## config.mk

```make
export PLATFORM = sky130hd
export DESIGN_NAME = ad7606_reader
export DESIGN_NICKNAME = d
export VERILOG_FILES = /design/src/rtl/ad7606_pkg.sv /design/src/rtl/ad7606_reader_sync2.sv /design/src/rtl/ad7606_reader.sv
export SDC_FILE = /design/constraint.sdc
export NUM_CORES = 1
export LEC_CHECK = 0
export ABC_AREA = 1
export CORE_MARGIN = 4
export CORE_UTILIZATION = 35
export CTS_CLUSTER_SIZE = 30
export DETAILED_ROUTE_END_ITERATION = 8
export PLACE_DENSITY = 0.58
export SYNTH_ARGS = -nofsm -noshare
export SYNTH_HDL_FRONTEND = slang
export SYNTH_SLANG_ARGS = --single-unit
```

## constraint.sdc

```tcl
create_clock -name clk_i -period 6.1 [get_ports clk_i]
set_clock_uncertainty 0.15 [all_clocks]
set_input_delay 1.83 -clock clk_i [delete_from_list [all_inputs] [get_ports clk_i]]
set_output_delay 1.83 -clock clk_i [all_outputs]
set_load 0.05 [all_outputs]
```

## src/rtl/ad7606_pkg.sv

```systemverilog
// Shared types and constants for the AD7606 parallel-bus reader.
package ad7606_pkg;

   localparam int AD7606_DB_W   = 16;
   localparam int AD7606_MAX_CH = 8;

   localparam int ERR_BUSY_TO  = 0;
   localparam int ERR_FRSTDATA = 1;

   typedef enum logic [2:0] {
      ST_IDLE,
      ST_CONV_LO,
      ST_WAIT_BUSY_HI,
      ST_WAIT_BUSY_LO,
      ST_RD_LO,
      ST_RD_HI,
      ST_FINISH
   } state_t;

endpackage

```

## src/rtl/ad7606_reader_sync2.sv

```systemverilog
// Two-flop synchroniser for the ADC's asynchronous status pins.
module sync2 (
   input  logic clk_i,
   input  logic reset_i,
   input  logic d,
   output logic q
);

   logic meta_reg;

   always_ff @(posedge clk_i or posedge reset_i) begin
      if (reset_i) begin
         meta_reg <= 1'b0;
         q        <= 1'b0;
      end else begin
         meta_reg <= d;
         q        <= meta_reg;
      end
   end

endmodule

```

## src/rtl/ad7606_reader.sv

```systemverilog
// Host-side AD7606 controller: CONVST pulse, BUSY handshake, CS/RD word readout
// with FRSTDATA alignment check; one shared phase counter times every state.
module ad7606_reader
   import ad7606_pkg::*;
#(
   parameter int NUM_CH        = 8,
   parameter int CONVST_LO_CYC = 4,
   parameter int RD_LO_CYC     = 4,
   parameter int RD_HI_CYC     = 2,
   parameter int BUSY_RISE_TO  = 16,
   parameter int BUSY_FALL_TO  = 1024
) (
   input  logic                   clk_i,
   input  logic                   reset_i,
   input  logic                   start_i,
   input  logic [2:0]             os_cfg_i,
   output logic [2:0]             os_o,
   output logic                   convstw_o,
   output logic                   cs_o,
   output logic                   rd_o,
   input  logic [AD7606_DB_W-1:0] db_i,
   input  logic                   busy_i,
   input  logic                   frstdata_i,
   output logic [AD7606_DB_W-1:0] sample_o,
   output logic [2:0]             ch_o,
   output logic                   valid_o,
   output logic                   done_o,
   output logic                   idle_o,
   output logic [1:0]             err_o
);

   localparam logic [15:0] CONV_LAST = 16'(CONVST_LO_CYC - 1);
   localparam logic [15:0] RDLO_LAST = 16'(RD_LO_CYC - 1);
   localparam logic [15:0] RDHI_LAST = 16'(RD_HI_CYC - 1);
   localparam logic [15:0] RISE_LAST = 16'(BUSY_RISE_TO - 1);
   localparam logic [15:0] FALL_LAST = 16'(BUSY_FALL_TO - 1);
   localparam logic [2:0]  CH_LAST   = 3'(NUM_CH - 1);

   logic busy_s;
   logic frst_s;

   sync2 u_sync_busy (.clk_i(clk_i), .reset_i(reset_i), .d(busy_i),     .q(busy_s));
   sync2 u_sync_frst (.clk_i(clk_i), .reset_i(reset_i), .d(frstdata_i), .q(frst_s));

   state_t                   state_reg,  state_next;
   logic [15:0]              cnt_reg,    cnt_next;
   logic [2:0]               ch_reg,     ch_next;
   logic                     convst_reg, convst_next;
   logic                     cs_reg,     cs_next;
   logic                     rd_reg,     rd_next;
   logic [2:0]               os_reg,     os_next;
   logic [AD7606_DB_W-1:0]   sample_reg, sample_next;
   logic [2:0]               chout_reg,  chout_next;
   logic                     valid_reg,  valid_next;
   logic                     done_reg,   done_next;
   logic [1:0]               err_reg,    err_next;
   logic [15:0]              cnt_inc;

   // Saturating so a stuck timeout can never wrap back into range.
   assign cnt_inc = (cnt_reg == 16'hFFFF) ? cnt_reg : cnt_reg + 16'd1;

   always_ff @(posedge clk_i or posedge reset_i) begin
      if (reset_i) begin
         state_reg  <= ST_IDLE;
         cnt_reg    <= '0;
         ch_reg     <= '0;
         convst_reg <= 1'b1;
         cs_reg     <= 1'b1;
         rd_reg     <= 1'b1;
         os_reg     <= '0;
         sample_reg <= '0;
         chout_reg  <= '0;
         valid_reg  <= 1'b0;
         done_reg   <= 1'b0;
         err_reg    <= '0;
      end else begin
         state_reg  <= state_next;
         cnt_reg    <= cnt_next;
         ch_reg     <= ch_next;
         convst_reg <= convst_next;
         cs_reg     <= cs_next;
         rd_reg     <= rd_next;
         os_reg     <= os_next;
         sample_reg <= sample_next;
         chout_reg  <= chout_next;
         valid_reg  <= valid_next;
         done_reg   <= done_next;
         err_reg    <= err_next;
      end
   end

   always_comb begin
      state_next  = state_reg;
      cnt_next    = cnt_reg;
      ch_next     = ch_reg;
      convst_next = convst_reg;
      cs_next     = cs_reg;
      rd_next     = rd_reg;
      os_next     = os_reg;
      sample_next = sample_reg;
      chout_next  = chout_reg;
      valid_next  = 1'b0;
      done_next   = 1'b0;
      err_next    = err_reg;
      case (state_reg)
         ST_IDLE: begin
            if (start_i) begin
               os_next     = os_cfg_i;
               err_next    = '0;
               convst_next = 1'b0;
               cnt_next    = '0;
               state_next  = ST_CONV_LO;
            end
         end
         ST_CONV_LO: begin
            if (cnt_reg == CONV_LAST) begin
               convst_next = 1'b1;
               cnt_next    = '0;
               state_next  = ST_WAIT_BUSY_HI;
            end else begin
               cnt_next = cnt_inc;
            end
         end
         ST_WAIT_BUSY_HI: begin
            if (busy_s) begin
               cnt_next   = '0;
               state_next = ST_WAIT_BUSY_LO;
            end else if (cnt_reg >= RISE_LAST) begin
               err_next[ERR_BUSY_TO] = 1'b1;
               done_next             = 1'b1;
               state_next            = ST_FINISH;
            end else begin
               cnt_next = cnt_inc;
            end
         end
         ST_WAIT_BUSY_LO: begin
            if (!busy_s) begin
               cs_next    = 1'b0;
               rd_next    = 1'b0;
               ch_next    = '0;
               cnt_next   = '0;
               state_next = ST_RD_LO;
            end else if (cnt_reg >= FALL_LAST) begin
               err_next[ERR_BUSY_TO] = 1'b1;
               done_next             = 1'b1;
               state_next            = ST_FINISH;
            end else begin
               cnt_next = cnt_inc;
            end
         end
         ST_RD_LO: begin
            if (cnt_reg == RDLO_LAST) begin
               sample_next = db_i;
               chout_next  = ch_reg;
               valid_next  = 1'b1;
               // FRSTDATA must be high exactly while channel 0 is on the bus.
               if (frst_s != (ch_reg == 3'd0))
                  err_next[ERR_FRSTDATA] = 1'b1;
               rd_next    = 1'b1;
               cnt_next   = '0;
               state_next = ST_RD_HI;
            end else begin
               cnt_next = cnt_inc;
            end
         end
         ST_RD_HI: begin
            if (cnt_reg == RDHI_LAST) begin
               cnt_next = '0;
               if (ch_reg == CH_LAST) begin
                  cs_next    = 1'b1;
                  done_next  = 1'b1;
                  state_next = ST_FINISH;
               end else begin
                  ch_next    = ch_reg + 3'd1;
                  rd_next    = 1'b0;
                  state_next = ST_RD_LO;
               end
            end else begin
               cnt_next = cnt_inc;
            end
         end
         ST_FINISH: state_next = ST_IDLE;
         default:   state_next = ST_IDLE;
      endcase
   end

   assign os_o      = os_reg;
   assign convstw_o = convst_reg;
   assign cs_o      = cs_reg;
   assign rd_o      = rd_reg;
   assign sample_o  = sample_reg;
   assign ch_o      = chout_reg;
   assign valid_o   = valid_reg;
   assign done_o    = done_reg;
   assign idle_o    = (state_reg == ST_IDLE);
   assign err_o     = err_reg;

endmodule

```

==> metrics.md, run 1 <==
| Metric | Value |
|---|---|
| Static leakage | approximately 1.8 nW |
| DRT Pass-1 Iters | 4 |
| Comb power frac | under 10% |
| Final setup viols | 0 |
| Mapped Area | between 3000 and 4000 sq um |
| Setup CP Type | flip-flop to output pin |
| Core Rows | 34 |
| # H-tree levels | 2 |
| Die X | 102 microns |
| Nets | slightly below 500 |
| Vias in the first global route | 2693 |
| Die area | about 10000 sq um |
| Setup Fix Bufs, Post-CTS | 0 |
| CTS tree | built |
| Clock Latency Late Sink | 0.32 ns |
| Most frequent cells in the layout | nand2_1, clkdlybuf4s50_1, dfrtp_1 |
| Chip height | 102 microns |
| DP Worst Slack | between 2 and 2.5 ns |
| Crit path buffers/inverters | 2 |
| Hold Path End | u_sync_busy.q$_DFF_PP0_ |
| Number of max-cap violations | 0 |
| Reg2reg path depth | 11 |
| Via count | 2769 |
| Largest net degree at the start of global routing | 56 |
| Total global-route track usage | ~15% |
| IO Pins | 54 |
| M1 GR Usage | 20.0% |
| Pint | ~0.46 mW |
| EDFF count, synth | 0 |
| Area added between synthesis and finish | 22.6% |
| Primary FF master, synth | dfrtp_1 |
| Worst-case clock buffer depth | 2 |
| CP max stage delay | ~0.84 ns |
| Final Util | a little over two fifths |
| Synthesized instance count | around 420 |
| Yosys top cell area share | 42.1% |
| Hold-critical path depth | 0 |
| CP max FO | 5 |
| Cts hold-fix bufs | 0 |
| Critical Path End Type | output pin |
| Share of layout cells above drive strength 1 | ~8% |
| Fraction of registers with async set or reset after synthesis | 100% |
| CP Data Required Time | between 4 and 5 ns |
| Worst-path cell with the longest stage delay | clkdlybuf4s50_1 |
| R2r setup slk | 3.70 ns |
| GP Congestion | about 0.85 |
| Routed Antenna Nets | 0 |
| Slew HR | 52.4% |
| Arr. time, crit path | 1.99 ns |
| Met2 Use GR | between 20% and 30% |
| Flip-flop and latch count after synthesis | 55 |
| Syn Area/Cell | ~7.4 sq um |
| Worst Hold Class | flip-flop to flip-flop |
| Routed WL per cell | 13.0 microns |
| Commonest non-fill, non-tap cell in the layout | nand2_1 |
| Dpl cell area | 3700 sq um |
| Area of the multi-input gates | 1520 sq um |
| Initial Util | a little over a third |
| Sequential share of power | around 62% |
| Core area | 8640 sq um |
| Power density cells | around 160 nW/um^2 |
| Reg area | 1380 sq um |
| Post-route DRC | 0 |
| Type of origin of the critical path | flip-flop |
| Met3 Use GR | around 4.2% |
| Least-Margin Pin Slew | approximately 0.7 ns |
| Reg clk slew, reported paths | 0.10 ns |
| Sequential area share after synthesis | ~45% |
| Initial antenna violation count | 0 |
| Clk network pwr share | between 30 and 40% |
| Synth area leader | dfrtp_1 |
| Count of different cell masters after synthesis | 32 |
| DRT Wirelength | approximately 7.5 mm |
| Most Crowded Layer GR | met2 |
| Worst path cell trace | inv_2, nand2_2, nor2_2, clkdlybuf4s50_1 |
| 1st-iter DRT viols | 94 |
| RSZ-0062 raised after global routing | no |
| Fin Setup TNS | 0 ns |
| Status | finished, final reports clean |
| I/O Buffers | 53 |
| FF-to-FF End | cnt_reg[1]$_DFFE_PP0P_ |
| Synth top area cells | dfrtp_1, nand2_1, nand3_1, nor2_1, inv_1 |
| Hold Startpoint | u_sync_busy.meta_reg$_DFF_PP0_ |
| Tmin final | between 3 and 4 ns |
| Root Driver | clkbuf_8 |
| DP HPWL | between 5 and 6 mm |
| Syn. warnings | 0 |
| Post-DR vias/cell | ~4.8 |
| Max Clock Freq | 252 MHz |
| Sw frac | between 20% and 30% |
| CTS buffer count | 5 |
| Synth Net Count | around 450 |
| Post-route cell area | roughly 3800 sq um |
| # fillers | ~890 |
| Psw | 0.137 mW |
| First-pass GRT wire length | around 13 mm |
| Crit path max-delay family | buffers and inverters |
| Gr ovfl total | 0 |
| Sink Count | 55 |
| Hold Vio Cnt, Final | 0 |
| FF-to-FF Start | cnt_reg[0]$_DFFE_PP0P_ |
| Setup ws final | around 2.1 ns |
| Peak supply drop | 0.103 mV |
| Post-CTS resize count | 0 |
| Slew Viols, Final | 0 |
| # diodes | 0 |
| Period Utilization, post-route | about 65% |
-- through the flow --
step / hold WS, ns / total power, mW / cells
after floorplan: 0.181 / 0.381 / 417
after global placement: 0.182 / 0.399 / 569
after detailed placement: 0.186 / 0.399 / 569
after CTS: 0.211 / 0.607 / 576
after global routing: 0.224 / 0.623 / 576
final: 0.205 / 0.597 / 576
-- cells in the mapped netlist (5+ instances only) --
| library cell | count |
|---|---|
| xor2_1 | 6 |
| buf_2 | 7 |
| nor2_4 | 5 |
| nand2_1 | 161 |
| inv_1 | 28 |
| nand2_2 | 5 |
| o21ai_1 | 10 |
| a21oi_1 | 5 |
| nand3_1 | 41 |
| o21ai_0 | 19 |
| dfrtp_1 | 52 |
| inv_2 | 7 |
| ha_1 | 5 |
| nor2_1 | 35 |
-- cell type report --
class                   count  area share [%]
inverters                  35            3.47
clock buffers               5            1.82
multi-input cells         317            40.1
clock inverters             2           0.429
repair buffers             54            14.2
well taps                 108            3.57
flip-flops and latches     55            36.4
-- power by group through the flow --
stage | clock network [mW] | logic, mW | registers, mW
6_report | 0.206 | 0.0239 | 0.367
5_1_grt | 0.228 | 0.0266 | 0.368
4_1_cts | 0.215 | 0.0247 | 0.367
3_5_place_dp | 0 | 0.0246 | 0.374
3_3_place_gp | 0 | 0.0248 | 0.374
2_1_floorplan | 0 | 0.00777 | 0.373
-- how the worst max path moves through the flow --
stage	from	end	cells past startpoint
6_report	state_reg[0]$_DFFE_PP0P_	idle_o	4
5_1_grt	state_reg[0]$_DFFE_PP0P_	idle_o	4
4_1_cts	state_reg[0]$_DFFE_PP0P_	idle_o	4
3_5_place_dp	start_i	cnt_reg[1]$_DFFE_PP0P_	8
3_3_place_gp	state_reg[0]$_DFFE_PP0P_	idle_o	4
2_1_floorplan	reset_i	ch_o[0]$_DFFE_PP0P_	1
-- metal layers --
layer,vias up,share of wire [%]
li1,1419,-
met1,1267,48
met2,74,44
met3,9,7.1
met4,0,0.93
met5,-,0
-- cells by family after synthesis --
group | share of synthesized area, %
AO/OA/AOI/OAI | 6.76
XOR/XNOR | 2.27
adder cells (fa/ha/maj) | 2.02
buffers and inverters | 6.23
flip-flops | 44.7
AND/OR/NAND/NOR | 38.1
Power figures use the tool's default switching activity.
==> inputs of run 2 (changes only) <==
Clock period 6.1 ns to 3.9 ns, I/O delays scaled along.
==> run 2 against run 1 <==
Effect of this change: sequential power increased by 57%; sequential share of layout area decreased by 0.11 points; critical path depth unchanged; register-to-register slack got worse by 2.2 ns; cell count increased by 0.35%; via count increased by 1.5%; non-clock buffer count increased by 1; hold slack improved by 0.0099 ns; critical path type unchanged; highest routed layer unchanged.
==> metrics.md, run 2 (same netlist as run 1, synthesis figures left out) <==
| Metric | Value |
|---|---|
| Peak supply drop | around 0.12 mV |
| Commonest non-fill, non-tap cell in the layout | nand2_1 |
| Post-route DRC | 0 |
| Reg clk slew, reported paths | 0.10 ns |
| Setup Fix Bufs, Post-CTS | 0 |
| Final Power | 0.940 mW |
| Slew Viols, Final | 0 |
| Largest net degree at the start of global routing | 25 |
| Routed Antenna Nets | 0 |
| Die X | between 100 and 150 microns |
| Area added between synthesis and finish | 22.9% |
| Initial antenna violation count | 0 |
| DRT Wirelength | ~7.6 mm |
| Initial Util | 35.8% |
| Arr. time, crit path | between 1.5 and 2 ns |
| Via count | around 2800 |
| 1st-iter DRT viols | between 100 and 150 |
| Tmin final | 3.31 ns |
| Final setup viols | 0 |
| Most frequent cells in the layout | nand2_1, clkdlybuf4s50_1, dfrtp_1 |
| Routed WL per cell | roughly 13 microns |
| GP Congestion | 0.880 |
| Total global-route track usage | ~16% |
| # H-tree levels | 2 |
| Die area | approximately 10000 sq um |
| Clock Latency Late Sink | slightly above 0.3 ns |
| CTS tree | built |
| Nets | 498 |
| DRT Pass-1 Iters | 4 |
| Power density cells | 247 nW/um^2 |
| CP Data Required Time | 2.58 ns |
| Chip height | about 100 microns |
| Worst Hold Class | flip-flop to flip-flop |
| Post-DR vias/cell | 4.86 |
| CTS buffer count | 5 |
| Final Util | 44.0% |
| Status | finished, final reports clean |
| # diodes | 0 |
| Core area | about 8600 sq um |
| Vias in the first global route | ~2800 |
| Share of layout cells above drive strength 1 | roughly 8.3% |
| RSZ-0062 raised after global routing | no |
| Worst-case clock buffer depth | 2 |
| Root Driver | clkbuf_8 |
| Number of max-cap violations | 0 |
| I/O Buffers | 53 |
| Cts hold-fix bufs | 0 |
| Slew HR | 65.0% |
| Gr ovfl total | 0 |
| First-pass GRT wire length | around 13 mm |
| CP max FO | 5 |
| Period Utilization, post-route | between 80% and 90% |
| Setup ws final | 0.590 ns |
| DP HPWL | about 5.7 mm |
| Static leakage | roughly 1.8 nW |
| Sink Count | 55 |
| Setup CP Type | flip-flop to output pin |
| DP Worst Slack | about 0.9 ns |
| Hold Vio Cnt, Final | 0 |
| Least-Margin Pin Slew | about 0.52 ns |
| Core Rows | 34 |
| IO Pins | between 50 and 60 |
| Critical Path End Type | output pin |
| Post-CTS resize count | 0 |
| Fin Setup TNS | 0 ns |
| Max Clock Freq | about 300 MHz |
| Type of origin of the critical path | flip-flop |
run 2: cell types whose count changed in the layout (fill, tap and decap cells not counted):
cell      change
clkbuf_1      +1
buf_4         +1
run 2: worst max-delay path, cell delays in order (launching register included):
cell             delay, ns
dfrtp_1               0.49
inv_2                 0.14
nand2_2               0.07
nor2_2                0.14
clkdlybuf4s50_1       0.84
run 2: power breakdown:
group / switching [mW] / internal [mW]
Sequential: 0.00255 / 0.572
Clock: 0.197 / 0.130
Combinational: 0.0164 / 0.0218
run 2: path summary, 6_finish.rpt:
path,from,to,slack (ns),depth (start not counted)
worst max register to register,cnt_reg[0]$_DFFE_PP0P_,cnt_reg[0]$_DFFE_PP0P_,1.49,11
max in group asynchronous,reset_i,convstw_o$_DFFE_PP1P_,1.87,3
worst max-delay path,state_reg[0]$_DFFE_PP0P_,idle_o,0.59,4
worst min register to register,u_sync_frst.meta_reg$_DFF_PP0_,u_sync_frst.q$_DFF_PP0_,0.22,0
worst min-delay path,u_sync_frst.meta_reg$_DFF_PP0_,u_sync_frst.q$_DFF_PP0_,0.22,0
min in group asynchronous,reset_i,os_o[1]$_DFFE_PP0P_,1.04,2
run 2: stage by stage:
step                      hold slack (ns)  area [sq um]  std cells
after floorplan                     0.181          3090        417
after global placement              0.183          3710        570
after detailed placement            0.189          3710        570
after CTS                           0.220          3800        578
after global routing                0.238          3800        578
final                               0.215          3800        578
run 2: metal layers:
metal / part of all wire [%] / wire length [microns] / track usage (%) / vias to the layer above
met5: 0 / 0 / 0 / -
met3: 7.1 / 536 / 4.44 / 6
li1: - / - / - / 1431
met2: 47 / 3550 / 26.1 / 72
met1: 45 / 3430 / 19.6 / 1302
met4: 0.87 / 66 / 4.14 / 0
run 2: final cells by class:
class                   count  area (sq um)
fillers                   901          4840
multi-input cells         317          1520
flip-flops and latches     55          1380
repair buffers             55           546
well taps                 108           135
inverters                  35           131
clock buffers               6          72.6
clock inverters             2          16.3
==> inputs of run 3 (changes only) <==
Clock period 3.9 ns to 3.4 ns, I/O delays scaled along.
==> run 3 against run 2 <==
Effect of this change: global-route usage shrank 0.14 points; non-clock buffer count shrank 1; final area grew 0.43%; critical path depth is the same; core utilization grew 0.19 points; largest cell class unchanged; die area is the same; first-iteration DRC count shrank 6.2%; count of clock-buffer cells in the layout is the same; sequential power grew 15%; hold slack lost 0.016 ns; via count grew 0.43%.
==> metrics.md, run 3 (same netlist as run 1, synthesis figures left out) <==
| Metric | Value |
|---|---|
| DRT Pass-1 Iters | 4 |
| GP Congestion | about 0.90 |
| Static leakage | 1.77 nW |
| Number of max-cap violations | 0 |
| Type of origin of the critical path | flip-flop |
| Slew HR | about two thirds |
| Cts hold-fix bufs | 0 |
| Critical path depth in cells | 4 |
| Share of layout cells above drive strength 1 | about 8.3% |
| # fillers | between 800 and 900 |
| Critical Path Sink | idle_o |
| Reg2reg path depth | 11 |
| Critical Path End Type | output pin |
| Status | finished, final reports clean |
| Commonest non-fill, non-tap cell in the layout | nand2_1 |
| R2r setup slk | around 1 ns |
| Worst path cell trace | inv_2, nand2_2, nor2_2, clkdlybuf4s50_1 |
| Crit path buffers/inverters | 2 |
| Hold slack | 0.199 ns |
| Comb power frac | 4.0% |
| Setup Fix Bufs, Post-CTS | 0 |
| Core area | about 8600 sq um |
| Chip height | approximately 100 microns |
| Vias in the first global route | slightly below 3000 |
| CP max FO | 5 |
| FF-to-FF Start | cnt_reg[0]$_DFFE_PP0P_ |
| CTS buffer count | 5 |
| # diodes | 0 |
| Slew Viols, Final | 0 |
| Reg clk slew, reported paths | 0.12 ns |
| DRT Wirelength | about 7.5 mm |
| CTS tree | built |
| Routed WL per cell | about 13 microns |
| Setup crit start | state_reg[0]$_DFFE_PP0P_ |
| Die X | slightly above 100 microns |
| Tmin final | roughly 3.2 ns |
| Fin Setup TNS | 0 ns |
| Routed Antenna Nets | 0 |
| Total global-route track usage | around 15% |
| Sink Count | 55 |
| Sw frac | a little under a quarter |
| Reg area | around 1400 sq um |
| CP Data Required Time | around 2.2 ns |
| Root Driver | clkbuf_8 |
| Peak supply drop | 0.202 mV |
| Gr ovfl total | 0 |
| Hold Vio Cnt, Final | 0 |
| Arr. time, crit path | 1.99 ns |
| Sequential share of power | about three fifths |
| Post-DR vias/cell | 4.89 |
| Final Power | ~1.1 mW |
| Setup CP Type | flip-flop to output pin |
| Initial antenna violation count | 0 |
| Period Utilization, post-route | roughly 93% |
| Area of the multi-input gates | around 1500 sq um |
| Post-CTS resize count | 0 |
| Largest net degree at the start of global routing | 34 |
| Worst-case clock buffer depth | 2 |
| DP HPWL | ~5.6 mm |
| Pint | between 0.8 and 0.9 mW |
| 1st-iter DRT viols | 106 |
| Via count | around 2800 |
| Final setup viols | 0 |
| Worst Hold Class | flip-flop to flip-flop |
| I/O Buffers | 53 |
| Clk network pwr share | 36.9% |
| Die area | a little over 10000 sq um |
| Most frequent cells in the layout | nand2_1, clkdlybuf4s50_1, dfrtp_1 |
| Max Clock Freq | roughly 320 MHz |
| Nets | roughly 500 |
| Least-Margin Pin Slew | approximately 0.52 ns |
| Initial Util | 35.8% |
| Psw | between 0.2 and 0.3 mW |
| # H-tree levels | 2 |
| Crit path max-delay family | buffers and inverters |
| Area added between synthesis and finish | 23.4% |
| Power density cells | 292 nW/um^2 |
| FF-to-FF End | cnt_reg[1]$_DFFE_PP0P_ |
| First-pass GRT wire length | 12.9 mm |
| Clock Latency Late Sink | roughly 0.32 ns |
| Post-route DRC | 0 |
| IO Pins | between 50 and 60 |
| CP max stage delay | around 0.84 ns |
| Core Rows | 34 |
| RSZ-0062 raised after global routing | no |
| Worst-path cell with the longest stage delay | clkdlybuf4s50_1 |
-- run 3: worst min-delay path by stage --
| stage | to | startpoint | cells after the start | slack (ns) |
|---|---|---|---|---|
| after detailed placement | u_sync_busy.q$_DFF_PP0_ | u_sync_busy.meta_reg$_DFF_PP0_ | 0 | 0.19 |
| after global routing | u_sync_busy.q$_DFF_PP0_ | u_sync_busy.meta_reg$_DFF_PP0_ | 0 | 0.22 |
| final | u_sync_busy.q$_DFF_PP0_ | u_sync_busy.meta_reg$_DFF_PP0_ | 0 | 0.20 |
| after CTS | u_sync_busy.q$_DFF_PP0_ | u_sync_busy.meta_reg$_DFF_PP0_ | 0 | 0.21 |
| after global placement | u_sync_busy.q$_DFF_PP0_ | u_sync_busy.meta_reg$_DFF_PP0_ | 0 | 0.18 |
| after floorplan | u_sync_busy.q$_DFF_PP0_ | u_sync_busy.meta_reg$_DFF_PP0_ | 0 | 0.18 |
-- run 3: worst register-to-register path: stages, from the launching register on --
cell	delay, ns
dfrtp_1	0.49
ha_1	0.30
nand2_1	0.12
nor2_4	0.05
nor2_1	0.19
nand2_1	0.09
nand2_2	0.07
nand2_2	0.08
nor2_4	0.29
inv_2	0.20
nor2_1	0.16
nor2_1	0.06
-- run 3: metal layers --
metal | wire (microns) | track usage (%) | vias to the layer above
met5 | 0 | 0 | -
met4 | 71 | 3.43 | 0
met3 | 550 | 4.57 | 9
met2 | 3490 | 25.9 | 84
met1 | 3430 | 19.6 | 1304
li1 | - | - | 1426
-- run 3: layout make-up --
class / count / share of cell area (%)
multi-input combinational: 317 / 39.8
sequential: 55 / 36.2
timing repair buffer: 54 / 14.4
tap: 108 / 3.54
inverter: 35 / 3.44
clock buffer: 6 / 2.16
clock inverter: 2 / 0.459
-- run 3: per-stage QoR --
step,instances,cell area (sq um),util [%],setup WS [ns]
floorplan,417,3090,-,0.892
global placement,569,3710,43.0,0.594
detailed placement,569,3710,43.0,0.586
CTS,577,3810,44.2,0.216
global route,577,3810,44.2,0.116
finish,577,3810,44.2,0.238
-- run 3: power groups by stage --
stage | clock, mW | sequential, mW | combinational [mW]
after floorplan | 0 | 0.669 | 0.0139
after global placement | 0 | 0.672 | 0.0463
after detailed placement | 0 | 0.672 | 0.0465
after CTS | 0.429 | 0.659 | 0.0464
after global routing | 0.450 | 0.660 | 0.0498
final | 0.412 | 0.659 | 0.0444
